## src/rtl/count_event_pkg.sv

```systemverilog
// Shared types and widths for the count event FIFO (optional timestamp: COUNT_EVENT_TIMESTAMP_EN).
// Latency: n/a (types, constants and a pure classification function).
// Backpressure: n/a.
package count_event_pkg;

  localparam int TYPE_W = 3;
  localparam int CNT_W  = 4;
  localparam int TS_W   = 8;

`ifdef COUNT_EVENT_TIMESTAMP_EN
  localparam int EV_W = TS_W + TYPE_W + CNT_W;
`else
  localparam int EV_W = TYPE_W + CNT_W;
`endif

  typedef enum logic [TYPE_W-1:0] {
    EV_STEP_UP   = 3'b000,
    EV_STEP_DOWN = 3'b001,
    EV_WRAP_UP   = 3'b010,
    EV_WRAP_DOWN = 3'b011,
    EV_JUMP      = 3'b100
  } ev_type_e;

  // Wrap cases are tested first so that 15->0 is never reported as a plain step.
  function automatic ev_type_e classify(input logic [CNT_W-1:0] prev,
                                        input logic [CNT_W-1:0] cur);
    ev_type_e t;
    if (prev == 4'hF && cur == 4'h0)
      t = EV_WRAP_UP;
    else if (prev == 4'h0 && cur == 4'hF)
      t = EV_WRAP_DOWN;
    else if (cur == prev + 4'h1)
      t = EV_STEP_UP;
    else if (cur == prev - 4'h1)
      t = EV_STEP_DOWN;
    else
      t = EV_JUMP;
    return t;
  endfunction

endpackage

```

## src/rtl/count_event_fifo_event_fifo.sv

```systemverilog
// Generic synchronous FIFO holding classified counter events.
// Latency: a push is visible at the head one cycle later; no write-to-read bypass.
// Backpressure: push on full is accepted only with a same-edge pop; pop on empty is ignored.
module event_fifo #(
  parameter int WIDTH = 7,
  parameter int DEPTH = 8
) (
  input  logic                     clk,
  input  logic                     reset,
  input  logic                     push,
  input  logic [WIDTH-1:0]         push_data,
  input  logic                     pop,
  output logic [WIDTH-1:0]         pop_data,
  output logic                     full,
  output logic                     empty,
  output logic [$clog2(DEPTH):0]   level
);

  localparam int AW = $clog2(DEPTH);
  localparam int LW = AW + 1;

  logic [WIDTH-1:0] mem [DEPTH];
  logic [AW-1:0]    rd_ptr;
  logic [AW-1:0]    wr_ptr;
  logic             do_push;
  logic             do_pop;

  assign empty    = (level == '0);
  assign full     = (level == LW'(DEPTH));
  assign do_pop   = pop && !empty;
  // A full FIFO still takes a push when the head leaves on the same edge.
  assign do_push  = push && (!full || do_pop);
  // Idle head reads as zero so the output is defined after reset.
  assign pop_data = empty ? '0 : mem[rd_ptr];

  // Storage write; contents need no reset since level gates visibility.
  always_ff @(posedge clk) begin
    if (do_push)
      mem[wr_ptr] <= push_data;
  end

  // Pointers wrap naturally at DEPTH (power of two); level tracks pushes minus pops.
  always_ff @(posedge clk) begin
    if (reset) begin
      rd_ptr <= '0;
      wr_ptr <= '0;
      level  <= '0;
    end else begin
      if (do_push)
        wr_ptr <= wr_ptr + AW'(1);
      if (do_pop)
        rd_ptr <= rd_ptr + AW'(1);
      case ({do_push, do_pop})
        2'b10:   level <= level + LW'(1);
        2'b01:   level <= level - LW'(1);
        default: level <= level;
      endcase
    end
  end

endmodule

```

## src/rtl/count_event_fifo.sv

```systemverilog
// Detects and classifies changes of an upstream 4-bit counter and queues them (timestamp: COUNT_EVENT_TIMESTAMP_EN).
// Latency: event enters the FIFO on the edge it is seen; ev_valid rises the next cycle if empty.
// Backpressure: ev_valid/ev_ready; when full without a pop the new event is dropped and overflow sticks.
module count_event_fifo
  import count_event_pkg::*;
#(
  parameter int DEPTH = 8
) (
  input  logic                   clk,
  input  logic                   reset,
  input  logic [3:0]             count,
  output logic                   ev_valid,
  input  logic                   ev_ready,
  output logic [EV_W-1:0]        ev_data,
  output logic [$clog2(DEPTH):0] ev_level,
  output logic                   overflow
);

  logic [CNT_W-1:0] prev_cnt;
  logic             prev_vld;
  logic             ev_det;
  ev_type_e         ev_type;
  logic [EV_W-1:0]  push_data;
  logic             fifo_full;
  logic             fifo_empty;
  logic             pop_ok;

  // Previous-count history; prev_vld masks the first cycle after reset.
  always_ff @(posedge clk) begin
    if (reset) begin
      prev_cnt <= '0;
      prev_vld <= 1'b0;
    end else begin
      prev_cnt <= count;
      prev_vld <= 1'b1;
    end
  end

  assign ev_det  = prev_vld && (count != prev_cnt);
  assign ev_type = classify(prev_cnt, count);
  assign pop_ok  = ev_ready && !fifo_empty;

`ifdef COUNT_EVENT_TIMESTAMP_EN
  logic [TS_W-1:0] ts_cnt;
  logic [TS_W-1:0] ts_next;

  // The stored stamp counts the detecting edge itself, so events N cycles apart read N.
  assign ts_next = (ts_cnt == '1) ? ts_cnt : ts_cnt + TS_W'(1);

  // Cycles since the last event, saturating; restarts on every detected event.
  always_ff @(posedge clk) begin
    if (reset)
      ts_cnt <= '0;
    else if (ev_det)
      ts_cnt <= '0;
    else
      ts_cnt <= ts_next;
  end

  assign push_data = {ts_next, ev_type, count};
`else
  assign push_data = {ev_type, count};
`endif

  // Sticky drop flag: an event arrived on a full FIFO with no pop to make room.
  always_ff @(posedge clk) begin
    if (reset)
      overflow <= 1'b0;
    else if (ev_det && fifo_full && !pop_ok)
      overflow <= 1'b1;
  end

  event_fifo #(
    .WIDTH (EV_W),
    .DEPTH (DEPTH)
  ) u_fifo (
    .clk       (clk),
    .reset     (reset),
    .push      (ev_det),
    .push_data (push_data),
    .pop       (ev_ready),
    .pop_data  (ev_data),
    .full      (fifo_full),
    .empty     (fifo_empty),
    .level     (ev_level)
  );

  assign ev_valid = !fifo_empty;

endmodule

```

## config.mk

```make
export PLATFORM = sky130hd
export DESIGN_NAME = count_event_fifo
export DESIGN_NICKNAME = d
export VERILOG_FILES = /design/src/rtl/count_event_pkg.sv /design/src/rtl/count_event_fifo_event_fifo.sv /design/src/rtl/count_event_fifo.sv
export SDC_FILE = /design/constraint.sdc
export NUM_CORES = 1
export LEC_CHECK = 0
export ABC_AREA = 1
export BUFFER_PORTS_ARGS = -buffer_cell sky130_fd_sc_hd__buf_2
export CORE_AREA = 2 2 87 89
export CTS_CLUSTER_SIZE = 12
export DETAILED_ROUTE_END_ITERATION = 8
export DIE_AREA = 0 0 89 91
export MAX_ROUTING_LAYER = met4
export PLACE_DENSITY = 0.74
export SLEW_MARGIN = 40
export SYNTH_ARGS = -nofsm -noshare
export SYNTH_HDL_FRONTEND = slang
export SYNTH_SLANG_ARGS = --single-unit
```

## constraint.sdc

```tcl
create_clock -name clk -period 4.1 [get_ports clk]
set_clock_uncertainty 0.1 [all_clocks]
set_input_delay 0.205 -clock clk [delete_from_list [all_inputs] [get_ports clk]]
set_output_delay 0.205 -clock clk [all_outputs]
set_load 0.01 [all_outputs]
```

==> flow_summary.yaml, run 1 <==
placement:
  dp.cells: 426
  io_buffers: 19
  dpl-instance-area_um2: 3490
  hpwl_um: 4360
  gp_congestion: 0.904
synth:
  syn-instance-count: 315
  ys_seq_area_frac: 0.625
  avgSynthCellArea_um2: 10.5
  ys.warnings.count: 0
  synth_cell_types: 30
  yosysTopAreaCell: "edfxtp_1"
  yosys-top-cells-area: "edfxtp_1, dfxtp_1, nor2_1"
  synth_area_um2: 3300
  async_flop_share: 0
  synthTopCellsByCount: "nor2_1, edfxtp_1, o21ai_0"
  yosysMostFrequentCell: "nor2_1"
  syn_nets: 329
  ys_seq_elements: 75
  synth_top_area_share: 0.510
  synth_enable_flop_cells: 56
  dominantRegCellSynth: "edfxtp_1"
finish:
  final-instance-count-excl-fill: 442
  multi_input_area_um2: 1100
  final_nets: 352
  design_area_um2: 3690
  syn_to_final_growth_pct: 12.0
  fillers: 657
  seq_area_um2: 2060
  n_antenna_cell: 0
  drive_gt1_frac: 0.181
routing:
  drcViolationCount: 0
  firstDrtPassIters: 4
  vias: 2249
  drt-vias-per-instance: 5.09
  drt_iter0_drc: 107
  post_drt_wl_per_cell_um: 15.0
  wl_um: 6610
  ant_nets: 0
floorplanning:
  initial_utilization: 0.462
  die_h_um: 91
  ios: 20
  core_um2: 7140
  num_rows: 31
  die-width_um: 89
  dieArea_um2: 8100
setup_path:
  crit_type: "flop to output port"
  cp.depth: 7
  cp_max_fo: 29
  crit_path_end_kind: "output port"
  crit_top_cell: "o21ai_0"
  r2r_cells: 13
  cp.arrival_ns: 2.13
  cp.required_ns: 3.80
  regToRegEndpoint: "u_fifo.level[2]"
  startpoint_type: "flop"
  path_delay_family: "buffers and inverters"
  crit_buf_inv: 3
  rrSetupSlack_ns: 1.81
  cp_slowest_cell: "inv_1"
  critPathMaxStageDelay_ns: 0.54
  crit-reg2reg-launch: "u_fifo.level[0]"
  crit_end: "ev_data[2]"
  crit_chain: "buf_4, inv_1, o21ai_0, o21ai_1, o21ai_0, nor2_1, buf_2"
timing:
  hold_viol: 0
  maxSlewViolCount: 0
  tns_ns: 0
  slew_headroom: 0.470
  max_freq_mhz: 411
  min_period_ns: 2.43
  tightest_slew_ns: 0.792
  post-route-period-util: 0.594
  setup_viol: 0
  rsz0062_at_grt: "false"
global_route:
  overflow: 0
  antenna_found_initial: 0
  gr-usage-all-layers: 0.180
  grt_max_degree: 30
  grt_pass1_wl_um: 10600
  grt_pass1_vias: 2221
clocking:
  cts_tree: "yes"
  holdBufCountCts: 0
  worstSkewPairLatency_ns: 0.35
  root_buffer: "clkbuf_8"
  cts_resized: 0
  htreeDepth: 3
  clk_pin_slew_ns: 0.08
  numCtsBuffers: 9
  cts_buffer_depth: 2
  cts.sinks: 75
  cts_setup_buffers: 0
run:
  maxCapViolCount: 0
power:
  ir_drop_v: 0.000287
  p_leak_nw: 1.39
  power.density_nw_per_um2: 569
status:
  outcome: "finished, final reports clean"
worst_hold_path:
  hold_class: "primary input to flop"
cells by family after synthesis:
group	share of synthesized area
AO/OA/AOI/OAI	0.0892
multiplexers	0.0213
AND/OR/NAND/NOR	0.176
buffers and inverters	0.0459
adder cells (fa/ha/maj)	0.0266
XOR/XNOR	0.0159
flip-flops	0.625
power breakdown:
part           leakage [nW]  internal, mW  total, mW  switching, mW
logic                 0.642         0.215      0.598          0.383
registers             0.655         0.873      0.937         0.0641
clock network        0.0958         0.284      0.567          0.283
cell type report:
cell class	count	share of cell area
flip-flops and latches	75	0.559
multi-input cells	206	0.297
clock buffers	9	0.0336
clock inverters	7	0.0207
well taps	99	0.0336
repair buffers	22	0.0319
inverters	24	0.0244
worst min-delay path by stage:
stage / from / to / slack, ns / depth (start not counted)
3_5_place_dp: u_fifo.rd_ptr[2] / u_fifo.rd_ptr[2] / 0.36 / 2
6_report: reset / u_fifo.wr_ptr[0] / 0.07 / 2
4_1_cts: count[2] / u_fifo.mem[7][2] / 0.06 / 1
3_3_place_gp: u_fifo.rd_ptr[2] / u_fifo.rd_ptr[2] / 0.35 / 2
5_1_grt: reset / u_fifo.wr_ptr[0] / 0.07 / 2
2_1_floorplan: count[0] / u_fifo.mem[0][0] / 0.20 / 0
routing by layer:
layer  GRT usage  wire, um  up-vias  part of all wire
met5           -         0        -                 0
met4      0.0821       127        0             0.019
met3      0.0327       369       12             0.056
met2       0.287      3280       63              0.50
met1       0.223      2840     1049              0.43
li1            -         -     1125                 -
sequential cells by signal, indices dropped and copies added, names as in the netlist, named ones only:
name           cells
u_fifo.mem        56
prev_cnt           4
u_fifo.level       4
u_fifo.rd_ptr      3
u_fifo.wr_ptr      3
overflow           1
prev_vld           1
per-stage QoR:
stage                     setup WS [ns]  total power, mW  hold WS [ns]   util
after global placement             1.76             1.53         0.351  0.487
after global routing               1.49             2.24        0.0701  0.517
after CTS                          1.65             2.12        0.0627  0.517
final                              1.67             2.10        0.0728  0.517
after detailed placement           1.81             1.56         0.361  0.489
after floorplan                    2.04             1.38         0.204      -
worst reg2reg max path, delay by kind of cell (launching register included):
kind                       cells  cell delay [ns]
AOI/OAI and AO/OA              2             0.21
DFF                            1             0.38
adders and majority gates      2             0.41
and+or+nand+nor                5             0.78
xor gates and xnor gates       1             0.13
buffers and inverters          3             0.19
layout by cell type, fill, tap and decap left out, types with 3 or more instances in the layout:
master     n
o21ai_1    5
o21ai_0   34
edfxtp_1  56
clkbuf_8   9
xor2_1     3
nor2_2     5
inv_1     19
a21oi_1    6
nand2_1   30
nand4_1    3
xnor2_1    3
nor2_1    65
buf_4      3
nand2_2    6
buf_2     19
o22ai_1    7
ha_1       7
nand3_1   11
inv_2      5
mux2i_1    7
nor3_1     4
dfxtp_1   18
Note: power is estimated with default switching activity, not from simulation.
==> run 2: changes to the inputs <==
--- a/config.mk
+++ b/config.mk
@@ -12,7 +12,7 @@
 export DETAILED_ROUTE_END_ITERATION = 8
 export DIE_AREA = 0 0 89 91
 export MAX_ROUTING_LAYER = met4
-export PLACE_DENSITY = 0.74
+export PLACE_DENSITY = 0.77
 export SLEW_MARGIN = 40
 export SYNTH_ARGS = -nofsm -noshare
 export SYNTH_HDL_FRONTEND = slang
==> constraint.sdc (replaced) <==
create_clock -name clk -period 2.2 [get_ports clk]
set_clock_uncertainty 0.1 [all_clocks]
set_input_delay 0.11 -clock clk [delete_from_list [all_inputs] [get_ports clk]]
set_output_delay 0.11 -clock clk [all_outputs]
set_load 0.01 [all_outputs]
==> run 2 against run 1 <==
- final cell count rose by 4.3%
- combinational power rose by 110%
- sequential power rose by 82%
==> flow_summary.yaml, run 2 (synthesis results as in run 1) <==
global_route:
  grtUsageMet3: 0.0409
  grt-busiest-layer: "met2"
  grt_max_degree: 29
  antenna_found_initial: 0
  grt_use_met1: 0.201
  grt_util_met2: 0.289
  grt_pass1_wl_um: 10400
  overflow: 0
  gr-usage-all-layers: 0.177
  grt_pass1_vias: 2259
setup_path:
  crit_path_end_kind: "flop"
  cp_slowest_cell: "dlygate4sd3_1"
  crit_chain: "dlygate4sd3_1, buf_4, inv_2, nand2_1, nand2_1, nor2_2, nand2_2, nand3_4, ha_4, nand2_1, inv_1, nor2_2, ha_1, a21oi_2, xnor2_1, o21ai_0, inv_1"
  cp.arrival_ns: 2.19
  cp_max_fo: 4
  crit_type: "primary input to flop"
  crit_top_cell: "nand2_1"
  critPathMaxStageDelay_ns: 0.54
  startpoint_type: "primary input"
  cp.required_ns: 2.34
floorplanning:
  num_rows: 31
  dieArea_um2: 8100
  initial_utilization: 0.462
  core_um2: 7140
  die_h_um: 91
  die-width_um: 89
  ios: 20
clocking:
  cts_tree: "yes"
  root_buffer: "clkbuf_8"
  clk_pin_slew_ns: 0.08
  cts.sinks: 75
  numCtsBuffers: 9
  htreeDepth: 3
  cts_buffer_depth: 2
  worstSkewPairLatency_ns: 0.35
timing:
  setup_viol: 0
  maxSlewViolCount: 0
  slew_headroom: 0.670
  min_period_ns: 2.05
  whs_ns: 0.0148
  tightest_slew_ns: 0.493
  max_freq_mhz: 488
  hold_viol: 0
  rsz0062_at_grt: "false"
  post-route-period-util: 0.932
  tns_ns: 0
finish:
  final_core_util: 0.546
  fillers: 639
  syn_to_final_growth_pct: 18.1
  top_register: "u_fifo.mem"
  seq_area_um2: 2060
  layout_commonest_cell: "nor2_1"
  biggestRegsByFlops: "u_fifo.mem x56, prev_cnt x4, u_fifo.level x4"
  final_cell_mix: "nor2_1, edfxtp_1, o21ai_0"
  final_nets: 371
  multi_input_area_um2: 1100
  drive_gt1_frac: 0.204
  n_antenna_cell: 0
  largest_reg_flops: 56
  design_area_um2: 3890
power:
  comb_power_share: 0.300
  internal-power_mw: 2.75
  seq_power_share: 0.417
  power.density_nw_per_um2: 1060
  switching_power_mw: 1.36
  power_mw: 4.11
  p_sw_frac: 0.331
  clockPowerShare: 0.283
  p_leak_nw: 1.50
  ir_drop_v: 0.000598
routing:
  wl_um: 6700
  firstDrtPassIters: 4
  post_drt_wl_per_cell_um: 14.5
  drcViolationCount: 0
  vias: 2338
  ant_nets: 0
  drt-vias-per-instance: 5.07
  drt_iter0_drc: 94
run:
  maxCapViolCount: 0
worst_hold_path:
  hold_class: "primary input to flop"
placement:
  io_buffers: 19
  hpwl_um: 4390
  gp_congestion: 0.836
  dpl-instance-area_um2: 3580
status:
  outcome: "finished, final reports clean"
## run 2: changes by cell type in the layout (fill, tap and decap cells not counted), moves of 2 or more
cell / before / now
dlygate4sd3_1: 0 / 7
buf_4: 3 / 15
nor3_1: 4 / 6
nor3_2: 2 / 0
## run 2: routing by layer
layer  vias to the layer above  share of wire
met5                         -              0
met4                         0          0.023
met3                        15          0.051
met2                        55           0.51
met1                      1099           0.42
li1                       1169              -
## run 2: path summary, 6_finish.rpt
path	depth (start not counted)	startpoint	to	slack (ns)
hold / removal	3	count[0]	prev_cnt[0]	0.01
setup reg to reg	15	prev_cnt[2]	u_fifo.level[2]	0.15
hold reg to reg	1	overflow	overflow	0.37
setup / recovery	17	count[1]	u_fifo.level[2]	0.15
## run 2: per-stage QoR
| stage | instances | worst slack (ns) |
|---|---|---|
| 2_1_floorplan | 315 | 0.142 |
| 3_5_place_dp | 438 | 0.0916 |
| 4_1_cts | 461 | 0.0747 |
| 5_1_grt | 461 | 0.0147 |
| 6_report | 461 | 0.150 |
| 3_3_place_gp | 438 | 0.165 |
## run 2: timing repair
action                                 4_1_cts  5_1_grt
endpoints found under the hold margin       22        0
hold buffers                                 7        0
setup endpoints to repair                    0        4
resized for setup                            0        6
setup buffers                                0        0
## run 2: layout make-up
cell class	count	share of cell area
flip-flops and latches	75	0.530
multi-input cells	206	0.282
repair buffers	41	0.0752
clock buffers	9	0.0318
well taps	99	0.0318
clock inverters	7	0.0254
inverters	24	0.0231
## run 2: power by group through the flow
stage / clock, mW / sequential, mW / combinational, mW
after detailed placement: 0 / 1.74 / 1.22
after global routing: 1.24 / 1.73 / 1.41
after global placement: 0 / 1.74 / 1.18
final: 1.17 / 1.71 / 1.23
after floorplan: 0 / 1.72 / 0.846
after CTS: 1.18 / 1.71 / 1.23
## run 2: worst max-delay path, delay by kind of cell
kind | cells | cell delay (ns)
AO/OA/AOI/OAI | 2 | 0.19
XOR/XNOR | 1 | 0.13
adder cells (fa/ha/maj) | 2 | 0.36
buffers and inverters | 5 | 0.86
AND/OR/NAND/NOR | 7 | 0.55
==> run 3: changes to the inputs <==
==> constraint.sdc (replaced) <==
create_clock -name clk -period 2.2 [get_ports clk]
set_clock_uncertainty 0.1 [all_clocks]
set_input_delay 0.11 -clock clk [delete_from_list [all_inputs] [get_ports clk]]
set_output_delay 0.11 -clock clk [all_outputs]
set_load 0.05 [all_outputs]
==> run 3 against run 2 <==
- cell area decreased by 0.19%
- register-to-register slack got worse by 0.02 ns
- combinational power increased by 37%
- critical endpoint unchanged
- critical path depth decreased by 2
- sequential power increased by 2%
- worst hold slack got worse by 0.0079 ns
- fmax decreased by 0.96%
- core utilization decreased by 0.11 points
- setup slack got worse by 0.020 ns
- non-clock buffer count decreased by 3
==> flow_summary.yaml, run 3 (synthesis results as in run 1) <==
status:
  outcome: "finished, final reports clean"
global_route:
  antenna_found_initial: 0
  overflow: 0
  grt_max_degree: 29
  grt_pass1_wl_um: 10400
  gr-usage-all-layers: 0.179
  grt_pass1_vias: 2227
finish:
  fillers: 641
  biggestRegsByFlops: "u_fifo.mem x56, prev_cnt x4, u_fifo.level x4"
  syn_to_final_growth_pct: 17.9
  n_antenna_cell: 0
  seq_area_um2: 2080
  final_cell_mix: "nor2_1, edfxtp_1, o21ai_0"
  layout_commonest_cell: "nor2_1"
  multi_input_area_um2: 1110
  final_nets: 370
  largest_reg_flops: 56
  top_register: "u_fifo.mem"
  design_area_um2: 3890
  drive_gt1_frac: 0.224
  final-instance-count-excl-fill: 460
timing:
  tightest_slew_ns: 0.513
  maxSlewViolCount: 0
  max_freq_mhz: 483
  setup_viol: 0
  slew_headroom: 0.657
  hold_viol: 0
  min_period_ns: 2.07
  post-route-period-util: 0.941
  tns_ns: 0
power:
  p_leak_nw: 1.47
  power.density_nw_per_um2: 1140
  ir_drop_v: 0.000751
routing:
  post_drt_wl_per_cell_um: 14.8
  drcViolationCount: 0
  vias: 2364
  drt-vias-per-instance: 5.14
  firstDrtPassIters: 4
  wl_um: 6800
  ant_nets: 0
  drt_iter0_drc: 99
worst_hold_path:
  hold_class: "primary input to flop"
setup_path:
  critPathLaunch: "prev_cnt[2]"
  r2r_cells: 15
  cp_max_fo: 4
  regToRegEndpoint: "u_fifo.level[2]"
  crit_type: "flop to flop"
  rrSetupSlack_ns: 0.13
  critPathMaxStageDelay_ns: 0.34
  crit-reg2reg-launch: "prev_cnt[2]"
  cp.required_ns: 2.34
  cp_slowest_cell: "dfxtp_2"
  cp.arrival_ns: 2.21
  crit_path_end_kind: "flop"
  crit_chain: "inv_1, nand2_2, nand2_2, nor2_2, nand2_2, nand3_4, ha_4, nand2_1, inv_1, nor2_2, ha_1, a21oi_1, xnor2_1, o21ai_0, inv_1"
  crit_end: "u_fifo.level[2]"
  startpoint_type: "flop"
clocking:
  root_buffer: "clkbuf_8"
  cts_buffer_depth: 2
  htreeDepth: 3
  cts.sinks: 75
  cts_setup_buffers: 0
  clk_pin_slew_ns: 0.07
  cts_tree: "yes"
  worstSkewPairLatency_ns: 0.35
  numCtsBuffers: 9
floorplanning:
  die_h_um: 91
  num_rows: 31
  core_um2: 7140
  dieArea_um2: 8100
  die-width_um: 89
  ios: 20
  initial_utilization: 0.462
placement:
  io_buffers: 19
  dpl-instance-area_um2: 3580
  gp_congestion: 0.852
  hpwl_um: 4280
  dp.cells: 437
run:
  maxCapViolCount: 0
==> run 3: cell types whose count changed in the layout (fill, tap and decap cells not counted), sizes merged, moves of 2 or more <==
cell / change
clkinv: +3
clkinvlp: +3
buf: -3
clkbuf: +3
inv: -4
dlygate4sd3: -2
==> run 3: timing repair <==
| item | CTS | global route |
|---|---|---|
| hold buffers | 5 | 0 |
| gates cloned | 0 | 2 |
| resized for setup | 1 | 18 |
| endpoints found under the hold margin | 23 | 0 |
| setup endpoints to repair | 3 | 9 |
==> run 3: critical path: cells and delay by family (launching register included) <==
family / cells / cell delay [ns]
flops: 1 / 0.34
fa+ha+maj: 2 / 0.33
compound gates: 2 / 0.29
xor+xnor: 1 / 0.09
buf+inv: 3 / 0.19
simple gates: 7 / 0.62
==> run 3: report_power, final <==
group | internal [mW] | switching [mW] | total [mW]
sequential | 1.64 | 0.103 | 1.75
combinational | 0.504 | 1.18 | 1.68
clock | 0.514 | 0.482 | 0.996
total | 2.66 | 1.76 | 4.43
==> run 3: layer usage <==
metal / share of wire / global-route usage / vias up
li1: - / - / 1167
met5: 0 / - / -
met1: 0.44 / 0.215 / 1112
met3: 0.038 / 0.0327 / 18
met4: 0.037 / 0.0983 / 0
met2: 0.49 / 0.281 / 67
==> run 3: layout make-up <==
cell class | instances | area share
sequential | 75 | 0.536
multi-input combinational | 206 | 0.287
timing repair buffer | 38 | 0.0689
clock buffer | 10 | 0.0328
tap | 99 | 0.0319
inverter | 24 | 0.0258
clock inverter | 6 | 0.0145
timing repair inverter | 2 | 0.00386
==> run 3: worst min-delay path by stage <==
stage,start,endpoint,slack (ns),cells past startpoint
2_1_floorplan,count[0],u_fifo.mem[0][0],0.11,0
3_3_place_gp,count[2],u_fifo.mem[0][2],0.32,1
3_5_place_dp,reset,u_fifo.wr_ptr[2],0.32,2
4_1_cts,count[0],prev_cnt[0],0.002,3
5_1_grt,count[1],u_fifo.mem[2][1],0.03,1
6_report,count[1],prev_cnt[1],0.007,3
==> run 3: stage by stage <==
stage / total power [mW] / utilization / hold slack [ns] / setup slack, ns
floorplan: 3.00 / - / 0.109 / 0.0276
global placement: 3.32 / 0.502 / 0.323 / 0.156
detailed placement: 3.35 / 0.502 / 0.324 / 0.0522
CTS: 4.35 / 0.536 / 0.00202 / -0.00134
global route: 4.67 / 0.545 / 0.0284 / -0.00911
finish: 4.43 / 0.545 / 0.00692 / 0.130
